**src/rtl/alpha_razor_stream_if.sv**
```systemverilog
// Stream bundle for alpha_razor_stream: branch metrics in, normalized alphas out,
// plus razor error observation/injection and the saturating error counter.
interface alpha_razor_stream_if #(
  parameter int M    = 6,
  parameter int N    = 5,
  parameter int ErrW = 8
);
  // Valid/ready: a beat moves on a cycle where valid && ready are both high; the
  // sender holds valid and payload stable until then, and ready never looks at valid.
  logic                   in_valid;
  logic                   in_ready;
  logic                   in_first;
  logic signed [N-1:0]    ba2;
  logic signed [M:0]      ba1ba3;
  logic signed [M:0]      ba1ba2ba3;
  logic [6:0]             razor_inject;
  logic                   out_valid;
  logic                   out_ready;
  logic [7*M-1:0]         alpha_out;
  logic                   Error_current_Alpha;
  logic [ErrW-1:0]        err_count;
  logic                   err_clr;

  modport master (
    output in_valid, in_first, ba2, ba1ba3, ba1ba2ba3, razor_inject, out_ready, err_clr,
    input  in_ready, out_valid, alpha_out, Error_current_Alpha, err_count
  );

  modport slave (
    input  in_valid, in_first, ba2, ba1ba3, ba1ba2ba3, razor_inject, out_ready, err_clr,
    output in_ready, out_valid, alpha_out, Error_current_Alpha, err_count
  );
endinterface

```
**src/rtl/alpha_razor_stream.sv**
```systemverilog
// Forward (alpha) recursion of an 8-state trellis with razor-style shadow checking
// of the alpha MSBs; errors are either corrected in place or replayed.
module alpha_razor_stream #(
  parameter int M        = 6,
  parameter int N        = 5,
  parameter int RazorBit = 1,
  parameter int Mode     = 0,
  parameter int ErrW     = 8
) (
  input logic                 Clock,
  input logic                 nReset,
  alpha_razor_stream_if.slave bus
);
  localparam int SW = M + 2;
  localparam int DW = M + 3;
  localparam int FB = M - RazorBit;

  localparam logic signed [M-1:0]  A_MIN = {1'b1, {(M-1){1'b0}}};
  localparam logic signed [M-1:0]  A_MAX = {1'b0, {(M-1){1'b1}}};
  localparam logic signed [DW-1:0] D_MIN = {{4{1'b1}}, {(M-1){1'b0}}};
  localparam logic signed [DW-1:0] D_MAX = {{4{1'b0}}, {(M-1){1'b1}}};
  localparam logic signed [M-1:0]  FLIP  = M'(1) << FB;

  logic signed [M-1:0]   a_q      [1:7];
  logic [RazorBit-1:0]   shadow_q [1:7];
  logic signed [M-1:0]   hold_a   [1:7];
  logic signed [M:0]     hold_abc, hold_ab;
  logic signed [N-1:0]   hold_c;
  logic                  step_valid_q, fresh_q;
  logic [ErrW-1:0]       err_count_q;

  logic                  any_mis, err, replay, fix, out_valid, in_ready, xfer, load;
  logic [7*M-1:0]        alpha_flat;
  logic signed [M-1:0]   a_eff [1:7];
  logic signed [M-1:0]   a_src [1:7];
  logic signed [M-1:0]   a_nxt [1:7];
  logic signed [M:0]     op_a, op_b;
  logic signed [N-1:0]   op_c;
  logic signed [SW-1:0]  xa, xb, xc;
  logic signed [SW-1:0]  ea [1:7];
  logic signed [SW-1:0]  m  [0:7];
  logic signed [DW-1:0]  d  [1:7];

  function automatic logic signed [SW-1:0] smax(input logic signed [SW-1:0] x,
                                                input logic signed [SW-1:0] y);
    return (y > x) ? y : x;
  endfunction

  // The shadow sample is taken at the capture edge, so without injection it always
  // agrees with the main flop; razor_inject stands in for a late-arriving bit.
  always_comb begin
    any_mis = 1'b0;
    for (int k = 1; k <= 7; k++)
      any_mis = any_mis | (shadow_q[k] != a_q[k][M-1 -: RazorBit]);
  end

  assign err       = step_valid_q && any_mis;
  assign replay    = (Mode == 1) && err;
  assign fix       = (Mode == 0) && err;
  assign out_valid = step_valid_q && !replay;
  assign in_ready  = (!out_valid || bus.out_ready) && !replay;
  assign xfer      = bus.in_valid && in_ready;
  assign load      = xfer || replay;

  assign bus.out_valid           = out_valid;
  assign bus.in_ready            = in_ready;
  assign bus.Error_current_Alpha = err;
  assign bus.err_count           = err_count_q;
  assign bus.alpha_out           = alpha_flat;

  always_comb begin
    alpha_flat = '0;
    for (int k = 1; k <= 7; k++) begin
      a_eff[k] = fix ? (a_q[k] ^ FLIP) : a_q[k];
      alpha_flat[(k-1)*M +: M] = a_eff[k];
      if (replay)            a_src[k] = hold_a[k];
      else if (bus.in_first) a_src[k] = A_MIN;
      else                   a_src[k] = a_eff[k];
    end
  end

  // A replay recomputes from the operands and state captured with the original beat.
  assign op_a = replay ? hold_abc : bus.ba1ba2ba3;
  assign op_b = replay ? hold_ab  : bus.ba1ba3;
  assign op_c = replay ? hold_c   : bus.ba2;

  always_comb begin
    xa = SW'(op_a);
    xb = SW'(op_b);
    xc = SW'(op_c);
    for (int k = 1; k <= 7; k++) ea[k] = SW'(a_src[k]);
    m[0] = smax('0, ea[1] + xa);
    m[1] = smax(ea[2] + xb, ea[3] + xc);
    m[2] = smax(ea[4] + xc, ea[5] + xb);
    m[3] = smax(ea[7], ea[6] + xa);
    m[4] = smax(xa, ea[1]);
    m[5] = smax(ea[2] + xc, ea[3] + xb);
    m[6] = smax(ea[4] + xb, ea[5] + xc);
    m[7] = smax(ea[6], ea[7] + xa);
    for (int k = 1; k <= 7; k++) begin
      d[k] = DW'(m[k]) - DW'(m[0]);
      if (d[k] > D_MAX)      a_nxt[k] = A_MAX;
      else if (d[k] < D_MIN) a_nxt[k] = A_MIN;
      else                   a_nxt[k] = d[k][M-1:0];
    end
  end

  always_ff @(posedge Clock or negedge nReset) begin
    if (!nReset) begin
      step_valid_q <= 1'b0;
      fresh_q      <= 1'b0;
      hold_abc     <= '0;
      hold_ab      <= '0;
      hold_c       <= '0;
      for (int k = 1; k <= 7; k++) begin
        a_q[k]      <= '0;
        shadow_q[k] <= '0;
        hold_a[k]   <= '0;
      end
    end else begin
      fresh_q <= load;
      if (load) begin
        step_valid_q <= 1'b1;
        for (int k = 1; k <= 7; k++) begin
          a_q[k]      <= a_nxt[k];
          shadow_q[k] <= a_nxt[k][M-1 -: RazorBit] ^ RazorBit'(bus.razor_inject[k-1]);
        end
      end else if (out_valid && bus.out_ready) begin
        step_valid_q <= 1'b0;
      end
      if (xfer) begin
        hold_abc <= bus.ba1ba2ba3;
        hold_ab  <= bus.ba1ba3;
        hold_c   <= bus.ba2;
        for (int k = 1; k <= 7; k++) hold_a[k] <= a_src[k];
      end
    end
  end

  // Counted only on the first cycle a step is registered, so a stalled error counts once.
  always_ff @(posedge Clock or negedge nReset) begin
    if (!nReset)
      err_count_q <= '0;
    else if (bus.err_clr)
      err_count_q <= '0;
    else if (err && fresh_q && (err_count_q != '1))
      err_count_q <= err_count_q + ErrW'(1);
  end
endmodule

```
**src/flat_wrapper.sv**
```systemverilog
// flat-port wrapper written by rule: the top's interface ports become plain ports
module alpha_razor_stream_flat 
#(
  parameter int M        = 6,
  parameter int N        = 5,
  parameter int RazorBit = 1,
  parameter int Mode     = 0,
  parameter int ErrW     = 8
)
  (Clock, nReset, bus_in_valid, bus_in_first, bus_ba2, bus_ba1ba3, bus_ba1ba2ba3, bus_razor_inject, bus_out_ready, bus_err_clr, bus_in_ready, bus_out_valid, bus_alpha_out, bus_Error_current_Alpha, bus_err_count);
  alpha_razor_stream_if #(.M(M), .N(N), .ErrW(ErrW)) bus_i ();
  input logic Clock;
  input logic nReset;
  input wire logic [$bits(bus_i.in_valid)-1:0] bus_in_valid;
  input wire logic [$bits(bus_i.in_first)-1:0] bus_in_first;
  input wire logic [$bits(bus_i.ba2)-1:0] bus_ba2;
  input wire logic [$bits(bus_i.ba1ba3)-1:0] bus_ba1ba3;
  input wire logic [$bits(bus_i.ba1ba2ba3)-1:0] bus_ba1ba2ba3;
  input wire logic [$bits(bus_i.razor_inject)-1:0] bus_razor_inject;
  input wire logic [$bits(bus_i.out_ready)-1:0] bus_out_ready;
  input wire logic [$bits(bus_i.err_clr)-1:0] bus_err_clr;
  output wire logic [$bits(bus_i.in_ready)-1:0] bus_in_ready;
  output wire logic [$bits(bus_i.out_valid)-1:0] bus_out_valid;
  output wire logic [$bits(bus_i.alpha_out)-1:0] bus_alpha_out;
  output wire logic [$bits(bus_i.Error_current_Alpha)-1:0] bus_Error_current_Alpha;
  output wire logic [$bits(bus_i.err_count)-1:0] bus_err_count;
  assign bus_i.in_valid = bus_in_valid;
  assign bus_i.in_first = bus_in_first;
  assign bus_i.ba2 = bus_ba2;
  assign bus_i.ba1ba3 = bus_ba1ba3;
  assign bus_i.ba1ba2ba3 = bus_ba1ba2ba3;
  assign bus_i.razor_inject = bus_razor_inject;
  assign bus_i.out_ready = bus_out_ready;
  assign bus_i.err_clr = bus_err_clr;
  assign bus_in_ready = bus_i.in_ready;
  assign bus_out_valid = bus_i.out_valid;
  assign bus_alpha_out = bus_i.alpha_out;
  assign bus_Error_current_Alpha = bus_i.Error_current_Alpha;
  assign bus_err_count = bus_i.err_count;
  alpha_razor_stream #(.M(M), .N(N), .RazorBit(RazorBit), .Mode(Mode), .ErrW(ErrW)) u_core (.Clock(Clock), .nReset(nReset), .bus(bus_i));
endmodule
```
**config.mk**
```make
export PLATFORM = sky130hd
export DESIGN_NAME = alpha_razor_stream_flat
export DESIGN_NICKNAME = d
export VERILOG_FILES = /design/src/rtl/alpha_razor_stream_if.sv /design/src/rtl/alpha_razor_stream.sv /design/src/flat_wrapper.sv
export SDC_FILE = /design/constraint.sdc
export NUM_CORES = 1
export LEC_CHECK = 0
export CORE_ASPECT_RATIO = 1.75
export CORE_MARGIN = 2
export CORE_UTILIZATION = 35
export DETAILED_ROUTE_END_ITERATION = 8
export HOLD_SLACK_MARGIN = 0.1
export SYNTH_ARGS = -nofsm -noshare
export SYNTH_HDL_FRONTEND = slang
export SYNTH_SLANG_ARGS = --single-unit
```
**constraint.sdc**
```tcl
create_clock -name Clock -period 10.1 [get_ports Clock]
set_input_delay 1.515 -clock Clock [delete_from_list [all_inputs] [get_ports Clock]]
set_output_delay 1.515 -clock Clock [all_outputs]
set_load 0.03 [all_outputs]
```
Word level (Yosys, flattened, before mapping)
Index checks and enable logic that the tools add are counted.
{"block": "totals", "input_bits": 32, "register_bits": 59, "word_cells": 135}
{"block": "classes", "magnitude_cmp": 22, "muxes": 40, "eq_ne": 8, "bitwise": 20, "reduce_logical": 9, "n_addsub": 19}
{"op": "two-way mux 6 bit", "count": 28}
{"op": "two-way mux 8 bit", "count": 10}
{"op": "greater-than comparator 9 x 6 -> 1 bit, second input constant", "count": 7}
{"op": "less-than comparator 9 x 6 -> 1 bit, second input constant", "count": 7}
{"op": "subtractor 8 x 8 -> 9 bit", "count": 7}
{"op": "adder 6 x 7 -> 8 bit", "count": 7}
{"op": "greater-than comparator 8 bit", "count": 4}
{"op": "adder 6 x 5 -> 7 bit", "count": 4}
{"op": "greater-than comparator 8 x 6 -> 1 bit", "count": 2}
{"op": "adder 8 x 1 -> 8 bit, second input constant", "count": 1}
{"op": "greater-than comparator 8 x 1 -> 1 bit, second input constant", "count": 1}
{"op": "inequality test 8 bit, second input constant", "count": 1}
{"op": "greater-than comparator 6 x 7 -> 1 bit", "count": 1}
{"op": "inequality test 1 bit", "count": 7}
{"op": "inverter 1 bit", "count": 7}
{"op": "XOR 1 bit", "count": 7}
{"op": "OR 1 bit", "count": 6}
{"op": "logical AND 1 bit", "count": 5}
{"op": "nonzero test 2 bit", "count": 2}
{"op": "two-way mux 1 bit", "count": 2}
{"op": "logical NOT 1 bit", "count": 1}
{"op": "logical OR 1 bit", "count": 1}

Longest topological paths before layout
Gate-level depths: netlist of run 1.
{"block": "depth", "word_depth": 18, "ltp_mapped": 31}

Least setup slack after synthesis of run 1
No wires, ideal clock.
{"block": "synth_path", "kind": "input to register", "from": "input bus_in_first", "to": "register u_core.a_q[36] in the netlist's numbering", "stages": 28, "setup_slack_ns": 3.209, "path_buffers": 3, "setup_time_ns": 0.099, "arrival_time_ns": 6.791, "path_cell_list": "clkbuf_1 > clkbuf_1 > nor2b_1 > ha_1 > fa_1 > a21o_1 > a21oi_1 > xnor2_1 > inv_1 > ha_1 > a31o_2 > a211oi_1 > nand2_1 > a32oi_1 > nand2_1 > nand3_1 > buf_2 > nor2_1 > a21o_1 > ha_1 > nor2b_1 > o31a_1 > o311a_1 > nor3_1 > o21ba_2 > o21ai_0 > a21boi_0 > a311oi_1"}
{"block": "synth_between", "elab_chain_len": 8, "word_cells_on_any_way": 15, "classes_between": "add/sub: 4; order compare: 4; mux: 7"}
{"element": "start: declaration", "line": "flat_wrapper.sv:15", "source": "input wire logic [$bits(bus_i.in_first)-1:0] bus_in_first;"}
{"element": "two-way mux 6 bit", "line": "alpha_razor_stream.sv:77", "source": "else if (bus.in_first) a_src[k] = A_MIN;"}
{"element": "adder 6 x 7 -> 8 bit, or another cell as far along", "line": "alpha_razor_stream.sv:93", "source": "m[1] = smax(ea[2] + xb, ea[3] + xc);"}
{"element": "greater-than comparator 8 bit or greater-than comparator 8 x 1 -> 1 bit (tied branches)", "line": "alpha_razor_stream.sv:46", "source": "return (y > x) ? y : x;"}
{"element": "two-way mux 8 bit", "line": "alpha_razor_stream.sv:46"}
{"element": "subtractor 8 x 8 -> 9 bit (*)", "line": "alpha_razor_stream.sv:101", "source": "d[k] = DW'(m[k]) - DW'(m[0]);"}
{"element": "less-than comparator 9 x 6 -> 1 bit", "line": "alpha_razor_stream.sv:103", "source": "else if (d[k] < D_MIN) a_nxt[k] = A_MIN;"}
{"element": "two-way mux 6 bit", "line": "alpha_razor_stream.sv:103"}
{"element": "two-way mux 6 bit (*)", "line": "alpha_razor_stream.sv:102", "source": "if (d[k] > D_MAX) a_nxt[k] = A_MAX;"}
{"element": "end signal: indexed assignment", "line": "alpha_razor_stream.sv:125", "source": "a_q[k] <= a_nxt[k];"}
{"element": "end: declaration", "line": "alpha_razor_stream.sv:24", "source": "logic signed [M-1:0] a_q [1:7];"}
Every way passes the cells marked *; elsewhere a longest branch is shown, timed or not.
A chain may end at the register's enable or synchronous reset.

Final worst setup path of run 1
{"block": "layout_path", "from": "input bus_in_first", "to": "register u_core.a_q[37] in the netlist's numbering"}
Same word-level chain as after synthesis.

==> results.cfg, run 1 <==
[synth]
ys_seq_area_share_pct = 14.26
synth.distinct_cells = 68
synth_area_sq_um = 10350
synth_ff_type = dfrtp_1
synthTopCellsByArea = ha_1, dfrtp_1, xnor2_1
ys_ff_latch = 59
netlist_top_cells_count = ha_1, nor2_1, a21oi_1
synth_edf_count = 0
synth_top_area_share_pct = 22.49
syn_avg_cell_area_sq_um = 8.254
syn_inst = 1254
ys_warn_count = 0
synth_top_area_cell = ha_1
async_flop_share_pct = 100.0
synth_most_common_cell = ha_1

[cells_and_area]
seq_area_sq_um = 1476
area_growth_pct = 12.60
fill_cells = 2974
instances_no_fill = 1694
drive_above_1_share_pct = 6.484
nets = 1544
design_area_sq_um = 11650
multiInputGateArea_sq_um = 8210

[critical_path]
cp.required_ns = 10.34
rr_worst_depth = 28
end_kind = flip-flop
critical_path_class = in2reg
r2r_slack_ns = 2.51
critPathArrivalTime_ns = 8.65
critPathMaxStageDelay_ns = 0.87
cp-start-kind = input port
critical_path.max_fanout = 22
worst_path_max_delay_cell = clkdlybuf4s50_1
r2r_start = u_core.a_q[41]
r2r-end = u_core.a_q[37]

[die]
die-height_um = 231.5
die_area_sq_um = 31020
chipWidth_um = 134.0
initial_core_util_pct = 35.47
core.rowCount = 83
ios = 85
core_sq_um = 29180

[placement]
dp.cells = 1679
place_congestion = 0.8974
place_area_sq_um = 11400
place_hpwl_mm = 26.02
port_buffers = 84
pre_cts_slack_ns = 1.351

[min_path]
hold_start = u_core.shadow_q[5]
hp-class = reg2reg
holdPathEnd = u_core.shadow_q[5]
min_delay_path_depth = 2

[clock_network]
holdBufCountCts = 0
cts.htree.levels = 3
clk_transition_reported_paths_ns = 0.05
tritoncts = yes
cts.sinks = 59
clk_latency_ns = 0.34
cts_resized = 0
cts_made_buffers = 9
clk_path_buf_depth = 2
root_buffer = clkbuf_16
cts_setup_buffers = 0

[global_routing]
grt_pass1_vias = 9379
grt-ovfl-total = 0
antenna_found_initial = 1
track_usage_pct = 20.51
grt_pass1_wl_mm = 49.09
grt_max_degree = 60

[sta]
fin_crit_sh_pct = 83.31
clock_skew_ns = 0.009030
final.setup.worst_slack_ns = 1.686
hold_viol_final = 0
drv_slew = 0
fmax_mhz = 118.8
final.setup.tns_ns = 0
min_period_ns = 8.414
slew_headroom_pct = 27.81
rsz0062_at_grt = no
tightest_slew_ns = 1.069
setup_viol = 0

[drt]
routed_wl_mm = 31.49
vias = 9235
drtIter0Drc = 434
drc = 0
first_pass_iters = 6
vias_per_cell = 5.452
wire_per_inst_um = 18.59
ant_nets = 0

[run_status]
status = finished clean

[run]
drv_cap = 0
## critical path, delay by kind of cell
| kind | cells | cell delay [ns] |
|---|---|---|
| simple gates | 8 | 1.53 |
| compound gates | 12 | 2.85 |
| buf+inv | 4 | 1.51 |
| fa+ha+maj | 4 | 1.23 |
## layer usage
layer  track usage, %  vias to the layer above  wire [um]  part of all wire [%]
met5                0                        -          0                     0
met4            13.40                        0       2243                   7.1
met3            1.969                      102       1007                   3.2
met2            37.74                      245      16070                    51
met1            22.00                     4330      12170                    39
li1                 -                     4558          -                     -
## metrics by stage
stage / hold WS, ns / util, %
2_1_floorplan: 0.4689 / -
3_3_place_gp: 0.4852 / 39.07
3_5_place_dp: 0.5029 / 39.07
4_1_cts: 0.5148 / 39.93
5_1_grt: 0.5385 / 39.93
6_report: 0.5095 / 39.93
## registers in the layout (all words and copies together), names as in the netlist
name / cells
u_core.shadow_q: 7
u_core.bus.err_count: 8
u_core.fresh_q: 1
u_core.a_q: 42
u_core.bus.out_valid: 1
## kinds of logic (layout without fill, tap and decap cells)
family	count (synthesis)	after routing	share of synthesized area [%]
buffers and inverters	147	199	6.613
other	1	7	0.03623
xor gates and xnor gates	91	91	7.701
muxes	59	59	6.057
adders and majority gates	204	204	25.97
DFF	59	59	14.27
AOI/OAI and AO/OA	337	337	21.57
and+or+nand+nor	356	356	17.80
## final cells by class
cell class	instances	share of cell area [%]
Tap cell	382	4.101
Clock inverter	4	0.1718
Antenna cell	1	0.02147
Multi-Input combinational cell	1053	70.45
Inverter	95	3.060
Timing Repair Buffer	90	7.559
Sequential cell	59	12.67
Clock buffer	10	1.965
## cells in the final DEF, fill, tap and decap left out, types with 36 or more instances in the layout
master / netlist / routed
dfrtp_1: 59 / 59
a21oi_1: 105 / 105
xnor2_1: 64 / 64
clkdlybuf4s50_1: 0 / 83
ha_1: 186 / 186
nand2_1: 55 / 54
nor2b_1: 61 / 61
o21ai_0: 53 / 53
nor2_1: 113 / 113
inv_1: 95 / 95
o21a_1: 36 / 36
## worst max-delay path by stage
| stage | end | start | slack (ns) |
|---|---|---|---|
| after floorplan | u_core.a_q[36] | bus_in_first | 3.21 |
| after global placement | u_core.a_q[37] | bus_in_first | 1.64 |
| after detailed placement | u_core.a_q[37] | bus_in_first | 1.35 |
| after CTS | u_core.a_q[37] | bus_in_first | 1.72 |
| after global routing | u_core.a_q[37] | bus_in_first | 1.24 |
| final | u_core.a_q[37] | bus_in_first | 1.69 |
Power of run 1 is not shown: default switching activity piles up to over one toggle a cycle in this logic, so the estimate is an artifact.
==> inputs of run 2 (changes only) <==
clock period = 6.9 ns   (was 10.1 ns; I/O delays follow)
==> run 2 against run 1 <==
Compared with the run above: routed wire length grew 0.30%; critical path depth grew 1; non-clock buffer count grew 63; via count grew 0.76%; utilization grew 1.9 points; final cell count grew 3.7%; critical endpoint is now u_core.a_q[14]; largest cell class unchanged.
==> results.cfg, run 2 (synthesis results as in run 1) <==
[clock_network]
clk_transition_reported_paths_ns = 0.06
clk_latency_ns = 0.35
cts_made_buffers = 9
root_buffer = clkbuf_16
clk_path_buf_depth = 2
cts.htree.levels = 3
cts.sinks = 59
tritoncts = yes

[run]
drv_cap = 0

[run_status]
status = finished clean

[sta]
clock_skew_ns = 0.01580
drv_slew = 0
fin_crit_sh_pct = 94.68
final.setup.tns_ns = 0
min_period_ns = 6.533
slew_headroom_pct = 45.15
fmax_mhz = 153.1
setup_viol = 0
hold_viol_final = 0
tightest_slew_ns = 0.8122
rsz0062_at_grt = no

[cells_and_area]
instances_no_fill = 1757
regMostFlops = u_core.a_q
largest_reg_flops = 42
final_common_cell = ha_1
nets = 1607
design_area_sq_um = 12210
final_cell_mix = ha_1, nor2_1, a21oi_1, inv_1, clkdlybuf4s50_1
num_antenna_cells = 0
utilization_pct = 41.85
area_growth_pct = 18.00
drive_above_1_share_pct = 11.71

[critical_path]
critPathArrivalTime_ns = 6.74
r2r_start = u_core.a_q[41]
r2r_slack_ns = 0.43
critPathMaxStageDelay_ns = 0.51
rr_worst_depth = 29
end_kind = flip-flop
critical_path_class = in2reg
cp-start-kind = input port
cp.required_ns = 7.11
worst_path_max_delay_cell = clkdlybuf4s50_1
critical_path.max_fanout = 31
cp_num_buf_inv = 5
r2r-end = u_core.a_q[40]
critPathTopFamily = compound AO/OA/AOI/OAI gates

[drt]
vias = 9305
first_pass_iters = 6
wire_per_inst_um = 17.98
drc = 0
routed_wl_mm = 31.58
ant_nets = 0
drtIter0Drc = 344
vias_per_cell = 5.296

[global_routing]
antenna_found_initial = 0
grt-ovfl-total = 0
grt_max_degree = 60
grt_pass1_vias = 9556
grt_pass1_wl_mm = 49.53
track_usage_pct = 20.64

[die]
core_sq_um = 29180
chipWidth_um = 134.0
core.rowCount = 83
ios = 85
initial_core_util_pct = 35.47
die-height_um = 231.5
die_area_sq_um = 31020

[placement]
place_area_sq_um = 11850
place_hpwl_mm = 26.63
port_buffers = 84
place_congestion = 0.8701
dp.cells = 1737

[min_path]
hold_start = u_core.shadow_q[1]
hp-class = reg2reg
min_delay_path_depth = 2
holdPathEnd = u_core.shadow_q[1]
-- run 2: changes by cell type in the layout (fill, tap and decap cells not counted), moves of 2 or more --
cell	delta
a21oi_1	-4
buf_4	+62
a21boi_0	-5
a2111oi_0	-2
a21boi_1	+4
a21oi_2	+4
-- run 2: worst max path at each step --
stage	from	to	slack, ns	cells past startpoint
after floorplan	u_core.a_q[41]	u_core.a_q[36]	0.33	28
after CTS	bus_in_first	u_core.a_q[14]	0.09	29
final	bus_in_first	u_core.a_q[14]	0.37	29
after global placement	bus_in_first	u_core.a_q[14]	-0.15	29
after detailed placement	bus_in_first	u_core.a_q[14]	-0.24	29
after global routing	bus_in_first	u_core.a_q[16]	0.004	29
-- run 2: layer usage --
layer	routed length (um)	part of all wire (%)	vias to the layer above	global-route usage (%)
met4	2088	6.6	0	13.07
met1	11920	38	4386	21.32
met3	1111	3.5	77	2.165
met5	0	0	-	0
li1	-	-	4671	-
met2	16460	52	171	39.05
-- run 2: final cells by class --
type	instances	area (sq um)
multi-input cells	1053	8274
flip-flops and latches	59	1476
fillers	2929	16970
clock buffers	12	246.5
inverters	95	356.6
clock inverters	3	15.01
well taps	382	478.0
repair buffers	153	1366
-- run 2: worst min-delay path, cell delays in order (launching register included) --
cell and delay, ns:
dfrtp_1 0.36, nand2_1 0.05, o21ai_0 0.06
-- run 2: per-stage QoR --
| step | hold slack, ns | setup slack, ns |
|---|---|---|
| floorplan | 0.4689 | 0.3328 |
| global placement | 0.4833 | -0.1489 |
| detailed placement | 0.4907 | -0.2370 |
| CTS | 0.5050 | 0.09212 |
| global route | 0.5237 | 0.004444 |
| finish | 0.5000 | 0.3673 |
-- run 2: what timing repair did --
item | 4_1_cts | 5_1_grt
resized for setup | 0 | 22
hold buffers | 0 | 0
gates cloned | 0 | 0
setup buffers | 3 | 2
endpoints found under the hold margin | 0 | 0
pin swaps | 1 | 3
endpoints found under the setup margin | 1 | 30
Power of run 2 is left out for the same reason.
==> inputs of run 3 (changes only) <==
CAP_MARGIN = 20   (was default)
clock period = 6.85 ns   (was 6.9 ns; I/O delays follow)
==> run 3 against run 2 <==
Compared with the run above: clock skew fell by 0.0078 ns; final cell count barely moved; utilization rose by 0.29 points; critical endpoint is now u_core.a_q[37]; non-clock buffer count fell by 1; first-iteration DRC count rose by 1.7%; cell area rose by 0.69%; register-to-register slack got worse by 0.08 ns; via count rose by 1.2%.
==> results.cfg, run 3 (synthesis results as in run 1) <==
[clock_network]
holdBufCountCts = 0
tritoncts = yes
clk_latency_ns = 0.35
clk_transition_reported_paths_ns = 0.06
cts_made_buffers = 9
cts.sinks = 59
clk_path_buf_depth = 2
root_buffer = clkbuf_16
cts.htree.levels = 3

[sta]
setup_viol = 0
hold_viol_final = 0
drv_slew = 0
final.setup.worst_slack_ns = 0.3528
fmax_mhz = 153.9
fin_hold_ws_ns = 0.5034
final.setup.tns_ns = 0
slew_headroom_pct = 40.20
tightest_slew_ns = 0.8854
clock_skew_ns = 0.008034
min_period_ns = 6.497
fin_crit_sh_pct = 94.85

[cells_and_area]
nets = 1606
seq_area_sq_um = 1476
multiInputGateArea_sq_um = 8297
fill_cells = 2948
largest_reg_flops = 42
area_growth_pct = 18.81
regMostFlops = u_core.a_q
final_cell_mix = ha_1, nor2_1, a21oi_1, inv_1, clkdlybuf4s50_1
drive_above_1_share_pct = 11.93
final_common_cell = ha_1

[die]
core.rowCount = 83
initial_core_util_pct = 35.47
core_sq_um = 29180
die_area_sq_um = 31020
ios = 85
chipWidth_um = 134.0
die-height_um = 231.5

[run_status]
status = finished clean

[drt]
ant_nets = 0
vias_per_cell = 5.357
routed_wl_mm = 31.76
wire_per_inst_um = 18.07
first_pass_iters = 7
drc = 0
vias = 9417
drtIter0Drc = 350

[critical_path]
crit_top_cell = nand2_1
critPathMaxStageDelay_ns = 0.41
cp.required_ns = 7.05
cp-start-kind = flip-flop
end_kind = flip-flop
critPathArrivalTime_ns = 6.70
rr_worst_depth = 29
worst_path_max_delay_cell = dfrtp_1
critical_path.max_fanout = 7
critical_path_class = reg2reg

[global_routing]
grt_pass1_vias = 9545
grt-ovfl-total = 0
grt_max_degree = 60
track_usage_pct = 20.58
antenna_found_initial = 1
grt_pass1_wl_mm = 49.40

[placement]
pre_cts_slack_ns = -0.2319
place_hpwl_mm = 26.44
place_congestion = 0.8874
port_buffers = 84

[min_path]
hp-class = reg2reg
min_delay_path_depth = 2

[run]
drv_cap = 0
[run 3: cell count changes in the layout (fill, tap and decap cells not counted), moves of 2 or more]
cell / before / now
buf_4: 68 / 65
nor2b_1: 60 / 58
ha_1: 186 / 184
a21oi_2: 5 / 3
a21oi_1: 101 / 103
[run 3: what timing repair did]
action,CTS,global route
gates cloned,0,1
setup buffers,0,1
resized for setup,1,24
pin swaps,0,3
setup endpoints to repair,1,32
[run 3: layout make-up]
class                      count  share of cell area, %
multi-input combinational   1053                  67.47
sequential                    59                  12.01
clock buffer                  11                  1.974
tap                          382                  3.887
inverter                      95                  2.900
timing repair buffer         152                  11.31
antenna                        1                0.02035
clock inverter                 5                 0.4274
[run 3: routing by layer]
layer / up-vias / GRT usage (%) / wire [um]
met3: 104 / 2.603 / 1111
li1: 4676 / - / -
met1: 4412 / 21.74 / 12140
met2: 225 / 37.12 / 15980
met4: 0 / 14.89 / 2539
met5: - / 0 / 0
[run 3: worst paths after layout]
check                                   start                       to  slack, ns
max                        u_core.shadow_q[6]           u_core.a_q[37]       0.35
min                        u_core.shadow_q[1]       u_core.shadow_q[1]       0.50
max reg2reg                u_core.shadow_q[6]           u_core.a_q[37]       0.35
min reg2reg                u_core.shadow_q[1]       u_core.shadow_q[1]       0.50
max in group asynchronous              nReset           u_core.a_q[40]       5.48
min in group asynchronous              nReset  u_core.bus.err_count[5]       0.82
[run 3: per-stage QoR]
step / cell area, sq um / util, % / std cells
floorplan: 10370 / - / 1259
finish: 12300 / 42.14 / 1758
global placement: 11880 / 40.70 / 1739
global route: 12300 / 42.14 / 1758
detailed placement: 11880 / 40.70 / 1739
CTS: 12180 / 41.74 / 1755
[run 3: worst max-delay path, delay by kind of cell (launching register included)]
family                   cells  cell delay, ns
XOR/XNOR                     2            0.43
AND/OR/NAND/NOR              9            1.42
AO/OA/AOI/OAI               12            2.35
flip-flops                   1            0.41
adder cells (fa/ha/maj)      4            1.37
buffers and inverters        2            0.35
Power of run 3 is left out for the same reason.
